==> src/rtl/delta_ram_fifo_ctrl_if.sv <==
// Producer/consumer handshake bundle for the delta RAM FIFO controller.
//   master : producer/consumer side (drives wr_valid, wr_data, rd_ready)
//   slave  : controller side (drives wr_ready, rd_valid, rd_data)
interface delta_ram_fifo_ctrl_if #(
    parameter int SRAM_WIDTH = 28
);
    logic                  wr_valid;
    logic                  wr_ready;
    logic [SRAM_WIDTH-1:0] wr_data;
    logic                  rd_valid;
    logic                  rd_ready;
    logic [SRAM_WIDTH-1:0] rd_data;

    modport master (
        output wr_valid, wr_data, rd_ready,
        input  wr_ready, rd_valid, rd_data
    );

    modport slave (
        input  wr_valid, wr_data, rd_ready,
        output wr_ready, rd_valid, rd_data
    );
endinterface

==> src/rtl/delta_ram_fifo_ctrl.sv <==
// Streaming FIFO controller on top of the single-port delta RAM.
// Arbitrates the one RAM port between producer writes and prefetch reads
// (round-robin on conflict) and keeps a 2-entry skid buffer so the consumer
// sees a registered stream.
//   clk, rst      : clock, synchronous active-high reset
//   bus (slave)   : wr_valid/wr_ready/wr_data, rd_valid/rd_ready/rd_data
//   level         : words held (RAM + in-flight read + skid)
//   ram_addr_w/r  : RAM write/read pointers
//   ram_write_en  : RAM write strobe
//   ram_read_en   : RAM read strobe (data returns next cycle)
//   ram_data_in   : write data to RAM (= wr_data)
//   ram_data_out  : registered RAM read data
module delta_ram_fifo_ctrl #(
    parameter int SRAM_DEPTH_BIT = 6,
    parameter int SRAM_DEPTH     = 2**SRAM_DEPTH_BIT,
    parameter int SRAM_WIDTH     = 28
) (
    input  logic                      clk,
    input  logic                      rst,
    delta_ram_fifo_ctrl_if.slave      bus,
    output logic [SRAM_DEPTH_BIT+1:0] level,
    output logic [SRAM_DEPTH_BIT-1:0] ram_addr_w,
    output logic [SRAM_DEPTH_BIT-1:0] ram_addr_r,
    output logic                      ram_write_en,
    output logic                      ram_read_en,
    output logic [SRAM_WIDTH-1:0]     ram_data_in,
    input  logic [SRAM_WIDTH-1:0]     ram_data_out
);
    typedef enum logic {GRANT_WR = 1'b0, GRANT_RD = 1'b1} grant_e;

    localparam logic [SRAM_DEPTH_BIT:0]   MEM_FULL = (SRAM_DEPTH_BIT+1)'(SRAM_DEPTH);
    localparam logic [SRAM_DEPTH_BIT:0]   CNT_ONE  = (SRAM_DEPTH_BIT+1)'(1);
    localparam logic [SRAM_DEPTH_BIT-1:0] PTR_ONE  = SRAM_DEPTH_BIT'(1);

    logic [SRAM_DEPTH_BIT-1:0] wr_ptr;
    logic [SRAM_DEPTH_BIT-1:0] rd_ptr;
    logic [SRAM_DEPTH_BIT:0]   mem_cnt;
    logic                      inflight;
    logic [SRAM_WIDTH-1:0]     skid [2];
    logic [1:0]                out_occ;
    grant_e                    last_grant;

    logic       wr_elig;
    logic       rd_elig;
    logic       pop;
    logic       do_write;
    logic       do_read;
    logic       conflict;
    logic [1:0] occ_after_pop;

    always_comb begin
        pop           = !rst && (out_occ != 2'd0) && bus.rd_ready;
        occ_after_pop = out_occ - {1'b0, pop};
        wr_elig       = mem_cnt < MEM_FULL;
        // A read issued now lands in the skid one cycle later, after any
        // word already in flight, so both must fit in the freed slots.
        rd_elig       = (mem_cnt != '0) &&
                        (({1'b0, occ_after_pop} + {2'b00, inflight}) < 3'd2);
        bus.wr_ready  = !rst && wr_elig && !(rd_elig && last_grant == GRANT_WR);
        do_write      = bus.wr_valid && bus.wr_ready;
        do_read       = !rst && rd_elig && !do_write;
        conflict      = !rst && wr_elig && rd_elig && bus.wr_valid;
    end

    assign bus.rd_valid = !rst && (out_occ != 2'd0);
    assign bus.rd_data  = skid[0];
    assign ram_addr_w   = wr_ptr;
    assign ram_addr_r   = rd_ptr;
    assign ram_write_en = do_write;
    assign ram_read_en  = do_read;
    assign ram_data_in  = bus.wr_data;
    assign level        = (SRAM_DEPTH_BIT+2)'(mem_cnt) +
                          (SRAM_DEPTH_BIT+2)'(inflight) +
                          (SRAM_DEPTH_BIT+2)'(out_occ);

    always_ff @(posedge clk) begin
        if (rst) begin
            wr_ptr     <= '0;
            rd_ptr     <= '0;
            mem_cnt    <= '0;
            inflight   <= 1'b0;
            out_occ    <= '0;
            last_grant <= GRANT_RD;
            skid[0]    <= '0;
            skid[1]    <= '0;
        end else begin
            if (do_write) wr_ptr <= wr_ptr + PTR_ONE;
            if (do_read)  rd_ptr <= rd_ptr + PTR_ONE;
            case ({do_write, do_read})
                2'b10:   mem_cnt <= mem_cnt + CNT_ONE;
                2'b01:   mem_cnt <= mem_cnt - CNT_ONE;
                default: ;
            endcase
            inflight <= do_read;
            if (conflict) last_grant <= do_read ? GRANT_RD : GRANT_WR;

            // ram_data_out is only meaningful the cycle after a read issue.
            case ({inflight, pop})
                2'b10: skid[out_occ[0]] <= ram_data_out;
                2'b01: skid[0] <= skid[1];
                2'b11: begin
                    if (out_occ == 2'd2) begin
                        skid[0] <= skid[1];
                        skid[1] <= ram_data_out;
                    end else begin
                        skid[0] <= ram_data_out;
                    end
                end
                default: ;
            endcase
            out_occ <= out_occ + {1'b0, inflight} - {1'b0, pop};
        end
    end
endmodule

==> src/flat_wrapper.sv <==
// flat-port wrapper written by rule: the top's interface ports become plain ports
module delta_ram_fifo_ctrl_flat 
#(
    parameter int SRAM_DEPTH_BIT = 6,
    parameter int SRAM_DEPTH     = 2**SRAM_DEPTH_BIT,
    parameter int SRAM_WIDTH     = 28
)
  (clk, rst, level, ram_addr_w, ram_addr_r, ram_write_en, ram_read_en, ram_data_in, ram_data_out, bus_wr_valid, bus_wr_data, bus_rd_ready, bus_wr_ready, bus_rd_valid, bus_rd_data);
  delta_ram_fifo_ctrl_if #(.SRAM_WIDTH(SRAM_WIDTH)) bus_i ();
  input  logic clk;
  input  logic rst;
  output logic [SRAM_DEPTH_BIT+1:0] level;
  output logic [SRAM_DEPTH_BIT-1:0] ram_addr_w;
  output logic [SRAM_DEPTH_BIT-1:0] ram_addr_r;
  output logic ram_write_en;
  output logic ram_read_en;
  output logic [SRAM_WIDTH-1:0] ram_data_in;
  input  logic [SRAM_WIDTH-1:0] ram_data_out;
  input wire logic [$bits(bus_i.wr_valid)-1:0] bus_wr_valid;
  input wire logic [$bits(bus_i.wr_data)-1:0] bus_wr_data;
  input wire logic [$bits(bus_i.rd_ready)-1:0] bus_rd_ready;
  output wire logic [$bits(bus_i.wr_ready)-1:0] bus_wr_ready;
  output wire logic [$bits(bus_i.rd_valid)-1:0] bus_rd_valid;
  output wire logic [$bits(bus_i.rd_data)-1:0] bus_rd_data;
  assign bus_i.wr_valid = bus_wr_valid;
  assign bus_i.wr_data = bus_wr_data;
  assign bus_i.rd_ready = bus_rd_ready;
  assign bus_wr_ready = bus_i.wr_ready;
  assign bus_rd_valid = bus_i.rd_valid;
  assign bus_rd_data = bus_i.rd_data;
  delta_ram_fifo_ctrl #(.SRAM_DEPTH_BIT(SRAM_DEPTH_BIT), .SRAM_DEPTH(SRAM_DEPTH), .SRAM_WIDTH(SRAM_WIDTH)) u_core (.clk(clk), .rst(rst), .bus(bus_i), .level(level), .ram_addr_w(ram_addr_w), .ram_addr_r(ram_addr_r), .ram_write_en(ram_write_en), .ram_read_en(ram_read_en), .ram_data_in(ram_data_in), .ram_data_out(ram_data_out));
endmodule
==> config.mk <==
export PLATFORM = sky130hd
export DESIGN_NAME = delta_ram_fifo_ctrl_flat
export DESIGN_NICKNAME = d
export VERILOG_FILES = /design/src/rtl/delta_ram_fifo_ctrl_if.sv /design/src/rtl/delta_ram_fifo_ctrl.sv /design/src/flat_wrapper.sv
export SDC_FILE = /design/constraint.sdc
export NUM_CORES = 1
export LEC_CHECK = 0
export CAP_MARGIN = 30
export CORE_MARGIN = 1.5
export CORE_UTILIZATION = 30
export DETAILED_ROUTE_END_ITERATION = 12
export PLACE_DENSITY_LB_ADDON = 0.08
export SYNTH_ARGS = -nofsm -noshare
export SYNTH_HDL_FRONTEND = slang
export SYNTH_SLANG_ARGS = --single-unit
==> constraint.sdc <==
create_clock -name clk -period 3.5 [get_ports clk]
set_clock_uncertainty 0.15 [all_clocks]
set_input_delay 0.525 -clock clk [delete_from_list [all_inputs] [get_ports clk]]
set_output_delay 0.525 -clock clk [all_outputs]
set_load 0.02 [all_outputs]
After elaboration in Yosys (flattened, before gate mapping)

Memories as Yosys holds them, arrays and structs flattened.
Cells that the tools add are included.

Add/subtract/negate cells: 10
$lt $le $gt $ge: 2
Eq/ne operators: 6
Muxes and demuxes: 25
Bitwise operators: 5
Reduce and logical (&&, ||, !) cells: 18

Operators by type and width:

| operator            | number |
|---|---|
| $mux 28             | 5 |
| $reduce_or 28->1    | 1 |
| $mux 1              | 19 |
| $pmux 7 s2          | 1 |
| $add 6x1->6 const B | 2 |
| $logic_and 1x1->1   | 11 |
| $add 7x1->8         | 1 |
| $add 8x2->8         | 1 |
| $eq 2x2->1 const B  | 4 |
| $add 7x1->7 const B | 1 |
| $lt 7x7->1 const B  | 1 |
| $reduce_bool 7->1   | 1 |
| $sub 7x1->7 const B | 1 |
| $eq 2x1->1 const B  | 2 |
| $or 1x1->1          | 4 |
| $reduce_bool 2->1   | 2 |
| $sub 2x1->2         | 2 |
| $add 2x1->3         | 1 |
| $logic_not 1->1     | 3 |
| $lt 3x2->1 const B  | 1 |
| $add 2x1->2         | 1 |
| $not 1->1           | 1 |

Register bits: 23
Bits in writable memories: 56
Input port bits: 60
Output and inout port bits: 80
Word-level logic and storage cells: 73
Memories: 1

Memories:

| name        | words | bits a word | rd ports | clocked after memory_dff | wr ports | line                      | text |
|---|---|---|---|---|---|---|---|
| u_core.skid | 2     | 28          | 2        | 0                        | 2        | delta_ram_fifo_ctrl.sv:39 | `logic [SRAM_WIDTH-1:0] skid [2];` |

Depth between registers and ports, before layout

Gate-level depths: netlist (run 1).

Depth after elaboration: 15
Depth in mapped cells: 14
Mapped depth without buffers: 14

Worst setup path after synthesis (run 1)

OpenSTA, ideal clock, no wires.

Path type: input-to-reg
From: input rst
To: register u_core.mem_cnt[6]
Setup time: 0.075 ns
Arrival: 3.751 ns
Required time: 3.275 ns
Path slack: -0.476 ns
Cell stages on the path: 14
Path buffers: 1
Path through: clkbuf_1 -> nor2_1 -> and2_1 -> ha_1 -> xor2_1 -> a2111oi_4 -> nand2_1 -> inv_1 -> ha_1 -> nor2b_1 -> o31ai_1 -> a21oi_1 -> a2111o_1 -> a31oi_1

Cells in the longest elaborated chain, start to end: 15
Elaborated cells between the ends (all ways): 19
Those cells by class: add/sub (2); order compare (1); eq/ne (2); mux (1); reduce/logical (13)

RTL lines:

| what                                                   | line                      | text |
|---|---|---|
| start, declared                                        | flat_wrapper.sv:11        | `input logic rst;` |
| $logic_not 1->1 *                                      | -                         |  |
| $logic_and 1x1->1 *                                    | -                         |  |
| net bus_rd_valid                                       | flat_wrapper.sv:23        | `output wire logic [$bits(bus_i.rd_valid)-1:0] bus_rd_valid;` |
| $logic_and 1x1->1 *                                    | delta_ram_fifo_ctrl.sv:52 | `pop = !rst && (out_occ != 2'd0) && bus.rd_ready;` |
| $sub 2x1->2 *                                          | delta_ram_fifo_ctrl.sv:53 | `occ_after_pop = out_occ - {1'b0, pop};` |
| $add 2x1->3 *                                          | delta_ram_fifo_ctrl.sv:58 | `(({1'b0, occ_after_pop} + {2'b00, inflight}) < 3'd2);` |
| $lt 3x2->1 *                                           | delta_ram_fifo_ctrl.sv:58 |  |
| $logic_and 1x1->1 *                                    | delta_ram_fifo_ctrl.sv:57 | `rd_elig = (mem_cnt != '0) &&` |
| $logic_and 1x1->1                                      | delta_ram_fifo_ctrl.sv:59 | `bus.wr_ready = !rst && wr_elig && !(rd_elig && last_grant == GRANT_WR);` |
| $logic_not 1->1                                        | delta_ram_fifo_ctrl.sv:59 |  |
| $logic_and 1x1->1                                      | delta_ram_fifo_ctrl.sv:59 |  |
| $logic_and 1x1->1                                      | delta_ram_fifo_ctrl.sv:60 | `do_write = bus.wr_valid && bus.wr_ready;` |
| $logic_not 1->1                                        | delta_ram_fifo_ctrl.sv:61 | `do_read = !rst && rd_elig && !do_write;` |
| $logic_and 1x1->1 *                                    | delta_ram_fifo_ctrl.sv:61 |  |
| net ram_read_en                                        | flat_wrapper.sv:16        | `output logic ram_read_en;` |
| $eq 2x1->1 / $eq 2x2->1 (equally long branches)        | delta_ram_fifo_ctrl.sv:89 | `case ({do_write, do_read})` |
| $pmux 7 s2 / $reduce_bool 2->1 (equally long branches) | -                         |  |
| end signal, assigned                                   | delta_ram_fifo_ctrl.sv:90 | `2'b10: mem_cnt <= mem_cnt + CNT_ONE;` |
| end signal, assigned                                   | delta_ram_fifo_ctrl.sv:91 | `2'b01: mem_cnt <= mem_cnt - CNT_ONE;` |
| end, declared                                          | delta_ram_fifo_ctrl.sv:37 | `logic [SRAM_DEPTH_BIT:0] mem_cnt;` |

Mark *: on every way through the listed nets, which the timed path passes. The rest lies on a longest branch.
A chain may end at the register's enable or synchronous reset.

Worst setup path after layout (run 1)

From: input rst
To: output ram_write_en

Cells in the longest elaborated chain, start to end: 11
Elaborated cells between the ends (all ways): 12
Those cells by class: add/sub (2); order compare (1); reduce/logical (9)

RTL lines:

| what                            | line                                                 | text |
|---|---|---|
| $logic_not 1->1 *               | delta_ram_fifo_ctrl.sv:52, delta_ram_fifo_ctrl.sv:59 |  |
| $logic_and 1x1->1 (2 in series) | delta_ram_fifo_ctrl.sv:52                            |  |
| $sub 2x1->2                     | delta_ram_fifo_ctrl.sv:53                            |  |
| $add 2x1->3                     | delta_ram_fifo_ctrl.sv:58                            |  |
| $lt 3x2->1                      | delta_ram_fifo_ctrl.sv:58                            |  |
| $logic_and 1x1->1               | delta_ram_fifo_ctrl.sv:57                            |  |
| $logic_and 1x1->1               | delta_ram_fifo_ctrl.sv:59                            |  |
| $logic_not 1->1                 | delta_ram_fifo_ctrl.sv:59                            |  |
| $logic_and 1x1->1 *             | delta_ram_fifo_ctrl.sv:59                            |  |
| $logic_and 1x1->1 *             | delta_ram_fifo_ctrl.sv:60                            |  |
| end, declared                   | flat_wrapper.sv:15                                   | `output logic ram_write_en;` |

Every way passes the cells marked *; elsewhere a longest branch is shown, timed or not.

==> results of run 1 <==
==> registers in the layout, indices dropped and copies added (netlist names) <==
name,cells
u_core.skid,56
u_core.mem_cnt,7
u_core.ram_addr_w,6
u_core.last_grant,1
u_core.inflight,1
u_core.ram_addr_r,6
u_core.out_occ,2
==> cells by family after synthesis <==
group / Yosys count
DFF: 79
and+or+nand+nor: 108
AOI/OAI and AO/OA: 68
muxes: 2
adders and majority gates: 17
xor gates and xnor gates: 16
buffers and inverters: 53
==> synth_stat cells, types with 3 or more instances <==
| library cell | count |
|---|---|
| clkbuf_1 | 9 |
| nand3_1 | 9 |
| edfxtp_1 | 56 |
| ha_1 | 14 |
| a211oi_1 | 3 |
| inv_1 | 11 |
| xnor2_1 | 7 |
| nor2b_1 | 6 |
| and2_1 | 30 |
| or3_1 | 3 |
| buf_4 | 28 |
| fa_1 | 3 |
| nor3_1 | 6 |
| a22o_1 | 28 |
| o211ai_1 | 3 |
| nor2_1 | 24 |
| a21oi_1 | 11 |
| dfxtp_1 | 23 |
| nand2_1 | 15 |
| nand4_1 | 3 |
| o21ai_0 | 9 |
| xor2_1 | 9 |
==> area by class of cell <==
| type | instances | area share |
|---|---|---|
| flip-flops and latches | 79 | 0.405 |
| multi-input cells | 211 | 0.292 |
| repair buffers | 107 | 0.194 |
| clock buffers | 10 | 0.0433 |
| well taps | 172 | 0.0407 |
| clock inverters | 6 | 0.0161 |
| inverters | 12 | 0.00899 |
==> per-layer routing <==
metal | GRT usage | vias to the layer above | wire length [um]
met5 | 0 | - | 0
met4 | 0.0686 | 0 | 262
met3 | 0.0397 | 33 | 452
met2 | 0.228 | 78 | 4260
met1 | 0.168 | 1323 | 4180
li1 | - | 1360 | -
==> timing repair <==
item	4_1_cts	5_1_grt
setup endpoints to repair	2	1
pin swaps	0	1
cloned	0	0
gates resized for setup	2	1
==> through the flow <==
stage	util	setup TNS (ns)	hold WS (ns)	total power [mW]	setup WS, ns
after global placement	0.388	-0.186	0.327	3.36	-0.125
final	0.414	0	0.343	4.34	0.0896
after CTS	0.414	0	0.352	4.39	0.0686
after global routing	0.414	0	0.376	4.61	0.00357
after floorplan	-	0	0.352	2.62	0.0432
after detailed placement	0.390	-0.313	0.330	3.38	-0.183
==> how the worst max path moves through the flow <==
stage,from,end,cells after the start
after CTS,rst,ram_write_en,9
after global placement,rst,u_core.mem_cnt[6]$_SDFFE_PP0P_,14
after detailed placement,rst,u_core.mem_cnt[6]$_SDFFE_PP0P_,14
final,rst,ram_write_en,9
after global routing,rst,ram_write_en,9
after floorplan,rst,u_core.mem_cnt[6]$_SDFFE_PP0P_,14
==> critical path, stage by stage <==
cell             delay (ns)
clkdlybuf4s50_1        0.55
nor2_4                 0.04
and2_4                 0.16
ha_1                   0.26
nor2b_1                0.25
a211o_1                0.20
o21ai_2                0.07
inv_2                  0.08
clkdlybuf4s50_1        0.59
==> power breakdown <==
group	total, mW	switching [mW]	leakage [nW]	internal, mW
logic	1.89	0.971	1.10	0.918
registers	1.46	0.183	0.776	1.27
clock network	0.994	0.372	0.148	0.622
==> metrics.txt, run 1 <==
# TYPE chip_impl_metric gauge
chip_impl_info{name="clock_tree.root_cell",value="clkbuf_16"} 1
chip_impl_metric{name="synth.mux.area_fraction",unit=""} 0.00504
chip_impl_metric{name="min_period_over_period",unit=""} 0.974
chip_impl_info{name="layout_commonest_cell",value="clkdlybuf4s50_1"} 1
chip_impl_info{name="hold_wc_startpoint",value="u_core.ram_addr_r[5]$_SDFFE_PP0P_"} 1
chip_impl_info{name="cts_tree",value="done"} 1
chip_impl_metric{name="max_slew_margin",unit=""} 0.486
chip_impl_metric{name="timing.final.hold_violations",unit=""} 0
chip_impl_metric{name="floorplan.die.height",unit="um"} 118
chip_impl_metric{name="place.port_buffers",unit=""} 83
chip_impl_metric{name="final.min_clock_period",unit="ns"} 3.41
chip_impl_metric{name="top_level_ports",unit=""} 140
chip_impl_metric{name="drt-initial-drc-count",unit=""} 140
chip_impl_metric{name="maxClockFrequency",unit="MHz"} 293
chip_impl_metric{name="synth_simple_gate_area_share",unit=""} 0.148
chip_impl_metric{name="num_antenna_cells",unit=""} 0
chip_impl_metric{name="grt_pass1_wl",unit="um"} 15200
chip_impl_metric{name="maxCapViolCount",unit=""} 0
chip_impl_metric{name="p_leak",unit="nW"} 2.02
chip_impl_metric{name="numCtsBuffers",unit=""} 9
chip_impl_metric{name="timing.critical_path.arrival",unit="ns"} 2.74
chip_impl_metric{name="seqCellArea",unit="um^2"} 2140
chip_impl_metric{name="grt-ovfl-total",unit=""} 0
chip_impl_metric{name="ant_nets",unit=""} 0
chip_impl_metric{name="synth-adder-area-share",unit=""} 0.0592
chip_impl_metric{name="asyncSetResetFlopFracSynth",unit=""} 0
chip_impl_metric{name="yosysSeqAreaShare",unit=""} 0.540
chip_impl_metric{name="num_rows",unit=""} 41
chip_impl_metric{name="number_of_antenna_violations_at_the_first_check_in_global_routing",unit=""} 0
chip_impl_metric{name="ctsHoldBuffers",unit=""} 0
chip_impl_metric{name="critical_path_peak_fanout",unit=""} 3
chip_impl_info{name="start_kind",value="input port"} 1
chip_impl_info{name="largest_family_of_logic_cells_by_synthesized_area",value="simple AND/OR/NAND/NOR gates"} 1
chip_impl_info{name="synth-main-ff-cell",value="edfxtp_1"} 1
chip_impl_metric{name="die_width",unit="um"} 118
chip_impl_metric{name="clk-insertion-delay-late",unit="ns"} 0.34
chip_impl_info{name="reg2reg_from",value="u_core.out_occ[0]$_SDFF_PP0_"} 1
chip_impl_metric{name="synth_fp_nets",unit=""} 420
chip_impl_metric{name="initial_utilization",unit=""} 0.311
chip_impl_metric{name="numPlacedInstances",unit=""} 581
chip_impl_metric{name="vdd_drop_max",unit="mV"} 0.288
chip_impl_metric{name="compound_cell_area_share_of_the_yosys_netlist",unit=""} 0.132
chip_impl_metric{name="last_weighted_congestion_value_of_the_routability_driven_placer",unit=""} 0.753
chip_impl_info{name="worstSetupEndpointType",value="primary output"} 1
chip_impl_metric{name="final_layout_size_suffix_gt1_frac",unit=""} 0.134
chip_impl_metric{name="synth_edf_count",unit=""} 56
chip_impl_metric{name="synthDominantCellAreaShare",unit=""} 0.424
chip_impl_metric{name="design.die.area",unit="um^2"} 13900
chip_impl_metric{name="cts.sink_count",unit=""} 79
chip_impl_info{name="synthDominantAreaCellType",value="edfxtp_1"} 1
chip_impl_metric{name="cts.htree.levels",unit=""} 3
chip_impl_metric{name="syn_area_per_cell",unit="um^2"} 11.6
chip_impl_metric{name="layout.cells.non_filler",unit=""} 597
chip_impl_metric{name="first_global_vias",unit=""} 2929
chip_impl_metric{name="floorplan.core_area",unit="um^2"} 12800
chip_impl_metric{name="detailedPlacementHpwl",unit="um"} 6340
chip_impl_metric{name="synth_xor_xnor_area_share",unit=""} 0.0353
chip_impl_metric{name="syn-cell-area",unit="um^2"} 3970
chip_impl_metric{name="final_design_area_no_fill",unit="um^2"} 5290
chip_impl_metric{name="synthesis.yosys.warnings",unit=""} 0
chip_impl_info{name="timing.hold.worst_endpoint",value="u_core.ram_addr_r[5]$_SDFFE_PP0P_"} 1
chip_impl_metric{name="synth.lib_cells_used.distinct",unit=""} 48
chip_impl_metric{name="detail_route.wirelength",unit="um"} 9150
chip_impl_metric{name="route.detailed.drc",unit=""} 0
chip_impl_metric{name="hold-path-cell-count",unit=""} 2
chip_impl_metric{name="worst_pin_slew",unit="ns"} 0.770
chip_impl_metric{name="grt_use_total",unit=""} 0.139
chip_impl_metric{name="clk_pin_slew",unit="ns"} 0.06
chip_impl_metric{name="post_cts.repair.setup_buffers",unit=""} 0
chip_impl_metric{name="detail_route.wl_per_cell",unit="um"} 15.3
chip_impl_info{name="r2r-end",value="u_core.mem_cnt[6]$_SDFFE_PP0P_"} 1
chip_impl_metric{name="r2r_slack",unit="ns"} 0.31
chip_impl_metric{name="timing_max_transition_violations_final",unit=""} 0
chip_impl_info{name="ys_top_cells_by_area",value="edfxtp_1, dfxtp_1, a22o_1"} 1
chip_impl_metric{name="dpl_cell_area",unit="um^2"} 4980
chip_impl_metric{name="synth_seq_cells",unit=""} 79
chip_impl_metric{name="grt_max_degree",unit=""} 32
chip_impl_metric{name="cts_buffer_depth",unit=""} 2
chip_impl_metric{name="power_per_unit_of_standard_cell_area",unit="nW/um^2"} 820
chip_impl_metric{name="post_drt_via_cell_ratio",unit=""} 4.68
chip_impl_info{name="run_status",value="finished clean"} 1
chip_impl_metric{name="reg2regPathDepth",unit=""} 14
chip_impl_metric{name="syn_to_final_growth",unit="%"} 33.2
chip_impl_metric{name="number_of_iterations_in_the_first_detailed_routing_pass",unit=""} 4
chip_impl_info{name="holdCritPathClass",value="reg2reg"} 1
chip_impl_metric{name="synthCells",unit=""} 343
chip_impl_metric{name="data_required_time_at_the_worst_endpoint",unit="ns"} 2.82
chip_impl_metric{name="final.fill_count",unit=""} 1227
chip_impl_metric{name="num-nets-final",unit=""} 497
chip_impl_info{name="crit_type",value="in2out"} 1
chip_impl_info{name="rsz0062_at_grt",value="no"} 1
chip_impl_info{name="mostFrequentLayoutCells",value="clkdlybuf4s50_1, edfxtp_1, and2_1"} 1
chip_impl_metric{name="vias",unit=""} 2794
chip_impl_metric{name="multiInputGateArea",unit="um^2"} 1540
chip_impl_metric{name="setup_violation_total_in_the_final_timing_report",unit=""} 0
No activity file was read; power rests on OpenSTA's default activity.
==> inputs of run 2 (changes only) <==
- CORE_MARGIN: 1.5 -> default
- PLACE_DENSITY_LB_ADDON: 0.08 -> 0.05
==> run 2 against run 1 <==
Sequential share of layout area about the same. Global-route usage increased by 0.067 points. Clock power rose by 0.5%. Final cell count fell by 0.17%. Design area hardly changed. Setup slack gained 0.092 ns. Critical endpoint is now u_core.mem_cnt[6]$_SDFFE_PP0P_. Largest cell class unchanged. Largest power group unchanged. Highest routed layer unchanged.
==> metrics.txt, run 2 (synthesis gave the netlist of run 1 again) <==
# TYPE chip_impl_metric gauge
chip_impl_info{name="run_status",value="finished clean"} 1
chip_impl_metric{name="floorplan.core_area",unit="um^2"} 12800
chip_impl_metric{name="syn_to_final_growth",unit="%"} 33.3
chip_impl_metric{name="worst_pin_slew",unit="ns"} 0.695
chip_impl_metric{name="design.die.area",unit="um^2"} 13700
chip_impl_metric{name="detailedPlacementHpwl",unit="um"} 6230
chip_impl_info{name="rsz0062_at_grt",value="no"} 1
chip_impl_metric{name="final.min_clock_period",unit="ns"} 3.32
chip_impl_metric{name="largest_register_ff_count",unit=""} 56
chip_impl_metric{name="num_antenna_cells",unit=""} 0
chip_impl_metric{name="final.fill_count",unit=""} 1214
chip_impl_metric{name="max_slew_margin",unit=""} 0.536
chip_impl_metric{name="clk_pin_slew",unit="ns"} 0.06
chip_impl_info{name="worstSetupEndpointType",value="flop"} 1
chip_impl_metric{name="number_of_antenna_violations_at_the_first_check_in_global_routing",unit=""} 0
chip_impl_metric{name="cts.htree.levels",unit=""} 3
chip_impl_metric{name="numCtsBuffers",unit=""} 9
chip_impl_metric{name="critical_path_peak_fanout",unit=""} 2
chip_impl_metric{name="initial_utilization",unit=""} 0.311
chip_impl_metric{name="route.detailed.drc",unit=""} 0
chip_impl_info{name="crit_type",value="in2reg"} 1
chip_impl_metric{name="grt_max_degree",unit=""} 32
chip_impl_metric{name="timing.final.hold_violations",unit=""} 0
chip_impl_metric{name="post_drt_via_cell_ratio",unit=""} 4.70
chip_impl_metric{name="grt_use_total",unit=""} 0.140
chip_impl_metric{name="numPlacedInstances",unit=""} 580
chip_impl_info{name="largestRegisters",value="u_core.skid x56, u_core.mem_cnt x7"} 1
chip_impl_metric{name="top_level_ports",unit=""} 140
chip_impl_info{name="mostFrequentLayoutCells",value="clkdlybuf4s50_1, edfxtp_1, and2_1"} 1
chip_impl_metric{name="vias",unit=""} 2801
chip_impl_metric{name="die_width",unit="um"} 117
chip_impl_metric{name="maxCapViolCount",unit=""} 0
chip_impl_metric{name="cts.sink_count",unit=""} 79
chip_impl_metric{name="p_leak",unit="nW"} 2.03
chip_impl_metric{name="timing_max_transition_violations_final",unit=""} 0
chip_impl_metric{name="number_of_iterations_in_the_first_detailed_routing_pass",unit=""} 4
chip_impl_metric{name="first_global_vias",unit=""} 2770
chip_impl_metric{name="drt-initial-drc-count",unit=""} 147
chip_impl_metric{name="cts_buffer_depth",unit=""} 2
chip_impl_info{name="largest-register",value="u_core.skid"} 1
chip_impl_metric{name="num-nets-final",unit=""} 496
chip_impl_metric{name="min_period_over_period",unit=""} 0.948
chip_impl_metric{name="place.port_buffers",unit=""} 83
chip_impl_metric{name="clk-insertion-delay-late",unit="ns"} 0.33
chip_impl_metric{name="power_per_unit_of_standard_cell_area",unit="nW/um^2"} 818
chip_impl_metric{name="cts_repair_resize_count",unit=""} 4
chip_impl_metric{name="grt_pass1_wl",unit="um"} 14300
chip_impl_metric{name="fin_util",unit=""} 0.414
chip_impl_metric{name="data_required_time_at_the_worst_endpoint",unit="ns"} 3.61
chip_impl_metric{name="layout.cells.non_filler",unit=""} 596
chip_impl_metric{name="vdd_drop_max",unit="mV"} 0.258
chip_impl_metric{name="final_layout_size_suffix_gt1_frac",unit=""} 0.132
chip_impl_metric{name="ant_nets",unit=""} 0
chip_impl_metric{name="grt-ovfl-total",unit=""} 0
chip_impl_metric{name="last_weighted_congestion_value_of_the_routability_driven_placer",unit=""} 0.722
chip_impl_metric{name="floorplan.die.height",unit="um"} 117
chip_impl_metric{name="setup_violation_total_in_the_final_timing_report",unit=""} 0
chip_impl_metric{name="ctsHoldBuffers",unit=""} 0
chip_impl_metric{name="post_cts.repair.setup_buffers",unit=""} 0
chip_impl_info{name="start_kind",value="input port"} 1
chip_impl_info{name="holdCritPathClass",value="reg2reg"} 1
chip_impl_info{name="cts_tree",value="done"} 1
chip_impl_metric{name="maxClockFrequency",unit="MHz"} 301
chip_impl_info{name="clock_tree.root_cell",value="clkbuf_16"} 1
chip_impl_metric{name="num_rows",unit=""} 41
chip_impl_metric{name="detail_route.wl_per_cell",unit="um"} 15.2
chip_impl_metric{name="timing.critical_path.arrival",unit="ns"} 3.43
chip_impl_metric{name="detail_route.wirelength",unit="um"} 9040
chip_impl_info{name="layout_commonest_cell",value="clkdlybuf4s50_1"} 1
chip_impl_metric{name="post_route_setup_tns",unit="ns"} 0
run 2: per-stage QoR:
step	cell area [um^2]	hold slack (ns)	setup slack (ns)	power, mW
detailed placement	4970	0.333	-0.164	3.38
global route	5290	0.363	0.0174	4.61
CTS	5290	0.350	0.0832	4.39
finish	5290	0.344	0.182	4.33
global placement	4950	0.327	-0.120	3.36
floorplan	4000	0.352	0.0432	2.62
run 2: layer usage:
metal | wire length (um) | vias to the layer above | track usage
li1 | - | 1357 | -
met1 | 4340 | 1346 | 0.185
met2 | 4040 | 72 | 0.217
met3 | 437 | 26 | 0.0283
met4 | 221 | 0 | 0.0726
met5 | 0 | - | 0
run 2: final timing paths:
check	end	slack, ns	from	cells past startpoint
setup / recovery	u_core.mem_cnt[6]$_SDFFE_PP0P_	0.18	rst	14
hold / removal	u_core.ram_addr_r[5]$_SDFFE_PP0P_	0.34	u_core.ram_addr_r[5]$_SDFFE_PP0P_	2
setup reg to reg	u_core.mem_cnt[6]$_SDFFE_PP0P_	0.35	u_core.out_occ[0]$_SDFF_PP0_	14
hold reg to reg	u_core.ram_addr_r[5]$_SDFFE_PP0P_	0.34	u_core.ram_addr_r[5]$_SDFFE_PP0P_	2
run 2: report_power, final:
group          switching [mW]  internal, mW  leakage (nW)  total, mW
registers               0.168          1.27         0.776       1.44
clock network           0.373         0.626         0.150      0.999
logic                   0.973         0.915          1.10       1.89
total                    1.51          2.82          2.03       4.33
run 2: cell type report:
cell class / instances / area (um^2) / area share
clock buffer: 11 / 233 / 0.0440
clock inverter: 5 / 81.3 / 0.0154
inverter: 12 / 47.5 / 0.00898
multi-input combinational: 211 / 1550 / 0.293
sequential: 79 / 2140 / 0.405
tap: 172 / 215 / 0.0407
timing repair buffer: 106 / 1020 / 0.193
run 2: worst max-delay path, stage by stage:
cell	delay, ns
clkdlybuf4s50_1	0.56
nor2_4	0.05
and2_4	0.16
ha_1	0.20
xor2_2	0.17
a2111oi_4	0.32
nand2_2	0.12
buf_4	0.15
fa_1	0.44
nor2b_1	0.16
o31ai_1	0.11
a21oi_1	0.18
o21ai_0	0.11
a31oi_1	0.18
